## config.mk

```make
export PLATFORM = sky130hd
export DESIGN_NAME = bot_port_master
export DESIGN_NICKNAME = d
export VERILOG_FILES = /design/src/rtl/bot_port_master.sv
export SDC_FILE = /design/constraint.sdc
export NUM_CORES = 1
export LEC_CHECK = 0
export BUFFER_PORTS_ARGS = -buffer_cell sky130_fd_sc_hd__buf_2
export CORE_ASPECT_RATIO = 1.1
export CORE_MARGIN = 5
export CORE_UTILIZATION = 50
export DETAILED_ROUTE_END_ITERATION = 12
export GPL_ROUTABILITY_DRIVEN = 0
export PLACE_DENSITY = 0.79
export SYNTH_ARGS = -nofsm -noshare
export SYNTH_HDL_FRONTEND = slang
export SYNTH_SLANG_ARGS = --single-unit
```

## constraint.sdc

```tcl
create_clock -name clk -period 1.9 [get_ports clk]
set_input_delay 0 -clock clk [delete_from_list [all_inputs] [get_ports clk]]
set_output_delay 0 -clock clk [all_outputs]
set_load 0.01 [all_outputs]
```

## src/rtl/bot_port_master.sv

```systemverilog
// bot_port_master: interrupt-driven port-bus master for a robot controller.
//
// When the responder raises an interrupt edge (and enable is high), the master
// acknowledges it, reads LOCX/LOCY/BOTINFO/SENSORS over the port bus, then
// writes a motor command. The command is forced to 8'h00 when any STOP_MASK
// bit is set in the captured sensors value. Edges arriving while the master is
// busy are collapsed into a single pending request, and each collapsed extra
// edge is counted in miss_cnt.
//
// Configuration macro: BOT_PORT_MASTER_LED_MIRROR_EN
//   defined   - after the motor write, the captured sensors value is also
//               written to PORT_LEDS
//   undefined - the motor write is followed directly by DONE
//
// Ports:
//   clk, reset                  system clock; synchronous active-high reset
//   port_id, out_port           bus address and write data
//   in_port                     bus read data
//   write_strobe, read_strobe   one-cycle transfer strobes
//   k_write_strobe              constant-write strobe, tied low
//   interrupt, interrupt_ack    level request / one-cycle acknowledge
//   enable                      permits new transactions to start
//   cmd_in                      motor command used when not stopped
//   locx, locy, botinfo, sensors  last captured register values
//   busy, done                  not-idle flag / end-of-transaction pulse
//   miss_cnt                    saturating count of collapsed interrupt edges
module bot_port_master #(
   parameter logic [7:0] PORT_MOTCTL  = 8'h09,
   parameter logic [7:0] PORT_LOCX    = 8'h0A,
   parameter logic [7:0] PORT_LOCY    = 8'h0B,
   parameter logic [7:0] PORT_BOTINFO = 8'h0C,
   parameter logic [7:0] PORT_SENSORS = 8'h0D,
   parameter logic [7:0] PORT_LEDS    = 8'h02,
   parameter logic [7:0] STOP_MASK    = 8'h07
) (
   input  logic       clk,
   input  logic       reset,
   output logic [7:0] port_id,
   output logic [7:0] out_port,
   input  logic [7:0] in_port,
   output logic       write_strobe,
   output logic       read_strobe,
   output logic       k_write_strobe,
   input  logic       interrupt,
   output logic       interrupt_ack,
   input  logic       enable,
   input  logic [7:0] cmd_in,
   output logic [7:0] locx,
   output logic [7:0] locy,
   output logic [7:0] botinfo,
   output logic [7:0] sensors,
   output logic       busy,
   output logic       done,
   output logic [7:0] miss_cnt
);

   typedef enum logic [3:0] {
      StIdle,
      StAck,
      StRdSetup,
      StRdStrobe,
      StRdCapt,
      StWrSetup,
      StWrStrobe,
`ifdef BOT_PORT_MASTER_LED_MIRROR_EN
      StLedSetup,
      StLedStrobe,
`endif
      StDone
   } state_e;

   state_e     state_q, state_d;
   logic [1:0] idx_q, idx_d;
   logic [7:0] port_id_q, port_id_d;
   logic [7:0] out_port_q, out_port_d;
   logic [7:0] locx_q, locx_d;
   logic [7:0] locy_q, locy_d;
   logic [7:0] botinfo_q, botinfo_d;
   logic [7:0] sensors_q, sensors_d;
   logic [7:0] miss_q, miss_d;
   logic       pending_q, pending_d;
   logic       int_q;

   logic       irq_event;
   logic       start;
   logic [7:0] motor_val;

   function automatic logic [7:0] rd_addr(input logic [1:0] idx);
      logic [7:0] addr;
      unique case (idx)
         2'd0:    addr = PORT_LOCX;
         2'd1:    addr = PORT_LOCY;
         2'd2:    addr = PORT_BOTINFO;
         default: addr = PORT_SENSORS;
      endcase
      return addr;
   endfunction

   assign irq_event = interrupt & ~int_q;
   assign start     = (state_q == StIdle) && enable && (irq_event || pending_q);
   // sensors_q is already updated by WR_SETUP, so the stop decision sees this
   // transaction's reading; cmd_in is taken live in that cycle.
   assign motor_val = ((sensors_q & STOP_MASK) != 8'h00) ? 8'h00 : cmd_in;

   always_comb begin
      state_d    = state_q;
      idx_d      = idx_q;
      port_id_d  = port_id_q;
      out_port_d = out_port_q;
      locx_d     = locx_q;
      locy_d     = locy_q;
      botinfo_d  = botinfo_q;
      sensors_d  = sensors_q;
      miss_d     = miss_q;
      pending_d  = pending_q;

      // Any edge that does not start a transaction right now is remembered;
      // a second one before service is counted as lost.
      if (start) begin
         pending_d = 1'b0;
      end else if (irq_event) begin
         pending_d = 1'b1;
         if (pending_q && (miss_q != 8'hFF)) begin
            miss_d = miss_q + 8'd1;
         end
      end

      unique case (state_q)
         StIdle: begin
            if (start) state_d = StAck;
         end
         StAck: begin
            state_d   = StRdSetup;
            idx_d     = 2'd0;
            port_id_d = PORT_LOCX;
         end
         StRdSetup:  state_d = StRdStrobe;
         StRdStrobe: state_d = StRdCapt;
         StRdCapt: begin
            unique case (idx_q)
               2'd0:    locx_d    = in_port;
               2'd1:    locy_d    = in_port;
               2'd2:    botinfo_d = in_port;
               default: sensors_d = in_port;
            endcase
            if (idx_q == 2'd3) begin
               state_d   = StWrSetup;
               port_id_d = PORT_MOTCTL;
            end else begin
               state_d   = StRdSetup;
               idx_d     = idx_q + 2'd1;
               port_id_d = rd_addr(idx_q + 2'd1);
            end
         end
         StWrSetup: begin
            state_d    = StWrStrobe;
            out_port_d = motor_val;
         end
         StWrStrobe: begin
`ifdef BOT_PORT_MASTER_LED_MIRROR_EN
            state_d    = StLedSetup;
            port_id_d  = PORT_LEDS;
            out_port_d = sensors_q;
`else
            state_d    = StDone;
`endif
         end
`ifdef BOT_PORT_MASTER_LED_MIRROR_EN
         StLedSetup:  state_d = StLedStrobe;
         StLedStrobe: state_d = StDone;
`endif
         StDone:  state_d = StIdle;
         default: state_d = StIdle;
      endcase
   end

   always_ff @(posedge clk) begin
      if (reset) begin
         state_q    <= StIdle;
         idx_q      <= 2'd0;
         port_id_q  <= 8'h00;
         out_port_q <= 8'h00;
         locx_q     <= 8'h00;
         locy_q     <= 8'h00;
         botinfo_q  <= 8'h00;
         sensors_q  <= 8'h00;
         miss_q     <= 8'h00;
         pending_q  <= 1'b0;
         int_q      <= 1'b0;
      end else begin
         state_q    <= state_d;
         idx_q      <= idx_d;
         port_id_q  <= port_id_d;
         out_port_q <= out_port_d;
         locx_q     <= locx_d;
         locy_q     <= locy_d;
         botinfo_q  <= botinfo_d;
         sensors_q  <= sensors_d;
         miss_q     <= miss_d;
         pending_q  <= pending_d;
         int_q      <= interrupt;
      end
   end

   assign port_id        = port_id_q;
   // In WR_SETUP the motor value is shown live; it is then held from out_port_q.
   assign out_port       = (state_q == StWrSetup) ? motor_val : out_port_q;
   assign read_strobe    = (state_q == StRdStrobe);
`ifdef BOT_PORT_MASTER_LED_MIRROR_EN
   assign write_strobe   = (state_q == StWrStrobe) || (state_q == StLedStrobe);
`else
   assign write_strobe   = (state_q == StWrStrobe);
`endif
   assign k_write_strobe = 1'b0;
   assign interrupt_ack  = (state_q == StAck);
   assign busy           = (state_q != StIdle);
   assign done           = (state_q == StDone);
   assign locx           = locx_q;
   assign locy           = locy_q;
   assign botinfo        = botinfo_q;
   assign sensors        = sensors_q;
   assign miss_cnt       = miss_q;

endmodule

```

; Word-level counts from Yosys, hierarchy flattened
; Index checks and enable logic that the tools add are counted.
[totals]
regBits = 64
output_inout_bits = 62
[op_classes]
add_sub_neg = 2
eq_ne = 15
mux = 10
bitwise_logic = 4
reduce_logical = 18
[op_table]
columns = op, count
row1 = $pmux 4 s7, 1
row2 = $eq 4x3->1 const B, 4
row3 = $mux 8, 2
row4 = $pmux 8 s2, 1
row5 = $reduce_and 2->1, 5
row6 = $pmux 3 s3, 1
row7 = $add 8x1->8 const B, 1
row8 = $eq 4x2->1 const B, 2
row9 = $ne 8x8->1 const B, 1
row10 = $reduce_bool 8->1, 1
row11 = $eq 2x2->1 const B, 3
row12 = $mux 3, 2
row13 = $eq 2x1->1 const B, 2
row14 = $eq 4x1->1 const B, 1
row15 = $logic_not 2->1, 2
row16 = $logic_not 4->1, 1
row17 = $mux 4, 1
row18 = $ne 2x2->1 const B, 2
row19 = $pmux 2 s2, 1
row20 = $reduce_bool 4->1, 1
row21 = $logic_and 1x1->1, 3
row22 = $not 1->1, 3
row23 = $reduce_and 3->1, 1
row24 = $reduce_or 3->1, 1
row25 = other kinds (6), 6

; Logic depth before layout (Yosys ltp)
[depth]
word_depth = 6
depth_mapped = 6
depth_no_buf = 6

; Least setup slack after synthesis
; Ideal clock, no wire load.
[synth_timing]
path_type = register -> register
from = register miss_q[0] (netlist: miss_cnt[0])
to = register miss_q[5] (netlist: miss_cnt[5])
arrival_ns = 1.698
t_required_ns = 1.830
setup_slack_ns = 0.132
path_stages_with_launch = 7
period_less_slack_ns = 1.768
cell_sequence = dfxtp_1 -> ha_1 -> and3_1 -> a211o_1 -> buf_6 -> or4_1 -> a21oi_1
[synth_between]
elab_chain_len = 3
[synth_rtl]
columns = element, line_no
row1 = start: declaration, 80  ; logic [7:0] miss_q, miss_d;
row2 = start signal: assignment, 199  ; miss_q <= miss_d;
row3 = branches (longest 3 deep; another with $add 8x1->8), n/a
; Several ways; the timed one is not identified.
; A chain may end at the register's enable or synchronous reset.

; Worst setup path in the final report
; Ends and elaborated chain as after synthesis.

==> flow_summary.ini <==
[outcome]
status = finished, final reports clean

[cts]
cts_tree = built
worstSkewPairLatency_ns = 0.33
cts_sinks = 59
cts.reportedPaths.clkPinSlew_ns = 0.06
clockBufferDepth = 2
numCtsBuffers = 9
cts_root_buf = clkbuf_8
htreeDepth = 3

[floorplanning]
die_h_microns = 84.1
fp-row-count = 27
design.core.area_sq_mm = 0.00493
die_area_sq_mm = 0.00651
fp.dieW_microns = 77.4
io_pins = 82
initial_core_util = 0.506

[synth]
yosysWarnings = 0
ys_ff_latch = 59
syn_avg_cell_area_sq_um = 8.30
synth-main-ff-cell = dfxtp_1
synthDominantCellAreaShare = 0.473
synth_most_common_cell = nand2_1
async_flop_share = 0
synth_area_sq_mm = 0.00250
synth.top_cells.by_area = dfxtp_1 (47%), nand2_1 (11%), a21oi_1 (8.8%)
syn-instance-count = 301
synth_commonest_cells = nand2_1 (75), dfxtp_1 (59), a21oi_1 (44)
netlist-cell-type-count = 41
yosys.area.top_type = dfxtp_1
synth_seq_area_share = 0.473
synth_edf_count = 0

[worst_setup_path]
timing.rr.end = miss_cnt[5]
path_class = flop to flop
path_cells = ha_2 > and3_1 > a211o_4 > or4_1 > a21oi_1
startpoint_type = flop
startpoint = miss_cnt[0]
end_kind = flop
worst_r2r_path_depth = 5
worstPathArrival_ns = 2.02
max_stage_delay_ns = 0.40
slowest_stage = or4_1
r2r_start = miss_cnt[0]
worst-r2r-setup-slack_ns = 0.13
cp_data_required_time_ns = 2.15
path_max_fanout = 10

[drt]
drtIter0Drc = 182
routed_wl_mm = 6.20
post_drt_via_cell_ratio = 5.23
drtAntennaViolNets = 0
wire_per_inst_microns = 13.8
drcViolationCount = 0
vias = 2341
firstDrtPassIters = 4

[timing]
hold_viol = 0
tightest_slew_ns = 0.647
slew_violations = 0
final.setup.tns_ns = 0
rsz0062_at_grt = no
fin_skew_ns = 0.00952
whs_ns = 0.0135
slew_headroom = 0.568
period_share = 0.929
finalSetupViolations = 0
period_needed_ns = 1.77
max_freq_mhz = 566

[global_routing]
grt_max_degree = 37
grt_overflow = 0
grt_pass1_wl_mm = 10.5
track_usage = 0.195
grt_pass1_vias = 2269
antenna_found_initial = 0

[power]
p_leak_uw = 0.00141
peakVddDrop_v = 0.000493
power_density_mw_per_mm2 = 779

[final_layout]
nNetsFinal = 412
synthToLayoutAreaGrowth_pct = 27.9
antenna_cells = 0
drive_gt1_frac = 0.274

[hold_path]
hold_path_startpoint = cmd_in[4]
worstHoldEndpoint = out_port_q[4]
holdPathStages = 3
hold_path.class = input port to flop

[job]
maxCapViolCount = 0

[place]
dp_hpwl_mm = 4.29
portBuffers = 76
## cell type report
class / instances / area, sq um
fillers: 419 / 1740
multi-input cells: 215 / 1200
flip-flops and latches: 59 / 1180
repair buffers: 92 / 531
clock buffers: 11 / 151
well taps: 58 / 72.6
inverters: 8 / 30.0
clock inverters: 5 / 27.5
## routing by layer
layer	wire length (microns)	GRT usage	vias to the layer above
met5	0	0	-
met4	204	0.119	0
met3	397	0.0637	20
met2	2910	0.289	77
met1	2690	0.244	1070
li1	-	-	1174
## cell usage in the layout (no fill, tap or decap), types with 3 or more instances in the layout
cell	Yosys	routed
conb_1	1	5
inv_1	8	8
buf_4	7	5
and2_1	4	4
dfxtp_1	59	58
nor3_1	4	4
a21oi_1	44	44
nand2_1	75	75
o21ai_0	6	6
ha_1	7	6
clkinv_2	0	4
a211oi_1	3	3
nand3_1	3	3
nor2b_1	11	11
clkbuf_8	0	11
or3_1	4	4
a22o_1	9	9
buf_2	1	76
nand2b_1	3	3
nor2_1	12	12
dlygate4sd3_1	0	9
## power breakdown
group          switching (uW)  total, uW  internal [uW]
Combinational             109        193           84.0
Clock                     488       1020            534
Sequential               17.9       1270           1250
## critical path, delay by kind of cell, from the launching register on
family / cells / cell delay (ns)
compound gates: 2 / 0.54
flops: 1 / 0.34
fa+ha+maj: 1 / 0.21
simple gates: 2 / 0.60
## sequential cells by signal, indices dropped and copies added, names as in the netlist
| signal | flops |
|---|---|
| port_id | 4 |
| idx_q | 2 |
| out_port_q | 8 |
| sensors | 8 |
| botinfo | 8 |
| locx | 8 |
| int_q | 1 |
| state_q | 3 |
| locy | 8 |
| miss_cnt | 8 |
| pending_q | 1 |
## metrics by stage
step	cells	total power, uW	instance area [sq um]	setup WS [ns]	util
2_1_floorplan	305	1410	2510	0.132	-
3_3_place_gp	422	1470	2890	0.138	0.586
3_5_place_dp	422	1470	2890	0.0702	0.586
4_1_cts	448	2490	3170	0.0125	0.642
5_1_grt	448	2580	3190	0.0296	0.648
6_report	448	2490	3190	0.135	0.648
## how the worst max path moves through the flow
stage               slack, ns           to
detailed placement       0.07  miss_cnt[5]
global route             0.03  out_port[2]
global placement         0.14  miss_cnt[5]
CTS                      0.01  out_port[2]
finish                   0.13  miss_cnt[5]
floorplan                0.13  miss_cnt[5]
## kinds of logic (layout without fill, tap and decap cells)
kind of cell	Yosys count	count (layout)	synth area share
adders and majority gates	7	7	0.0351
DFF	59	59	0.473
xor gates and xnor gates	2	2	0.00702
muxes	2	2	0.00802
buffers and inverters	31	116	0.0606
AOI/OAI and AO/OA	69	69	0.162
and+or+nand+nor	130	130	0.252
other	1	5	0.00150
## what timing repair did
action	in CTS	in global routing
hold buffers	9	0
endpoints found under the hold margin	34	0
buffers inserted	1	0
pin swaps	1	0
gates resized for setup	1	6
setup endpoints to repair	8	9
Note: power is estimated with default switching activity, not from simulation.
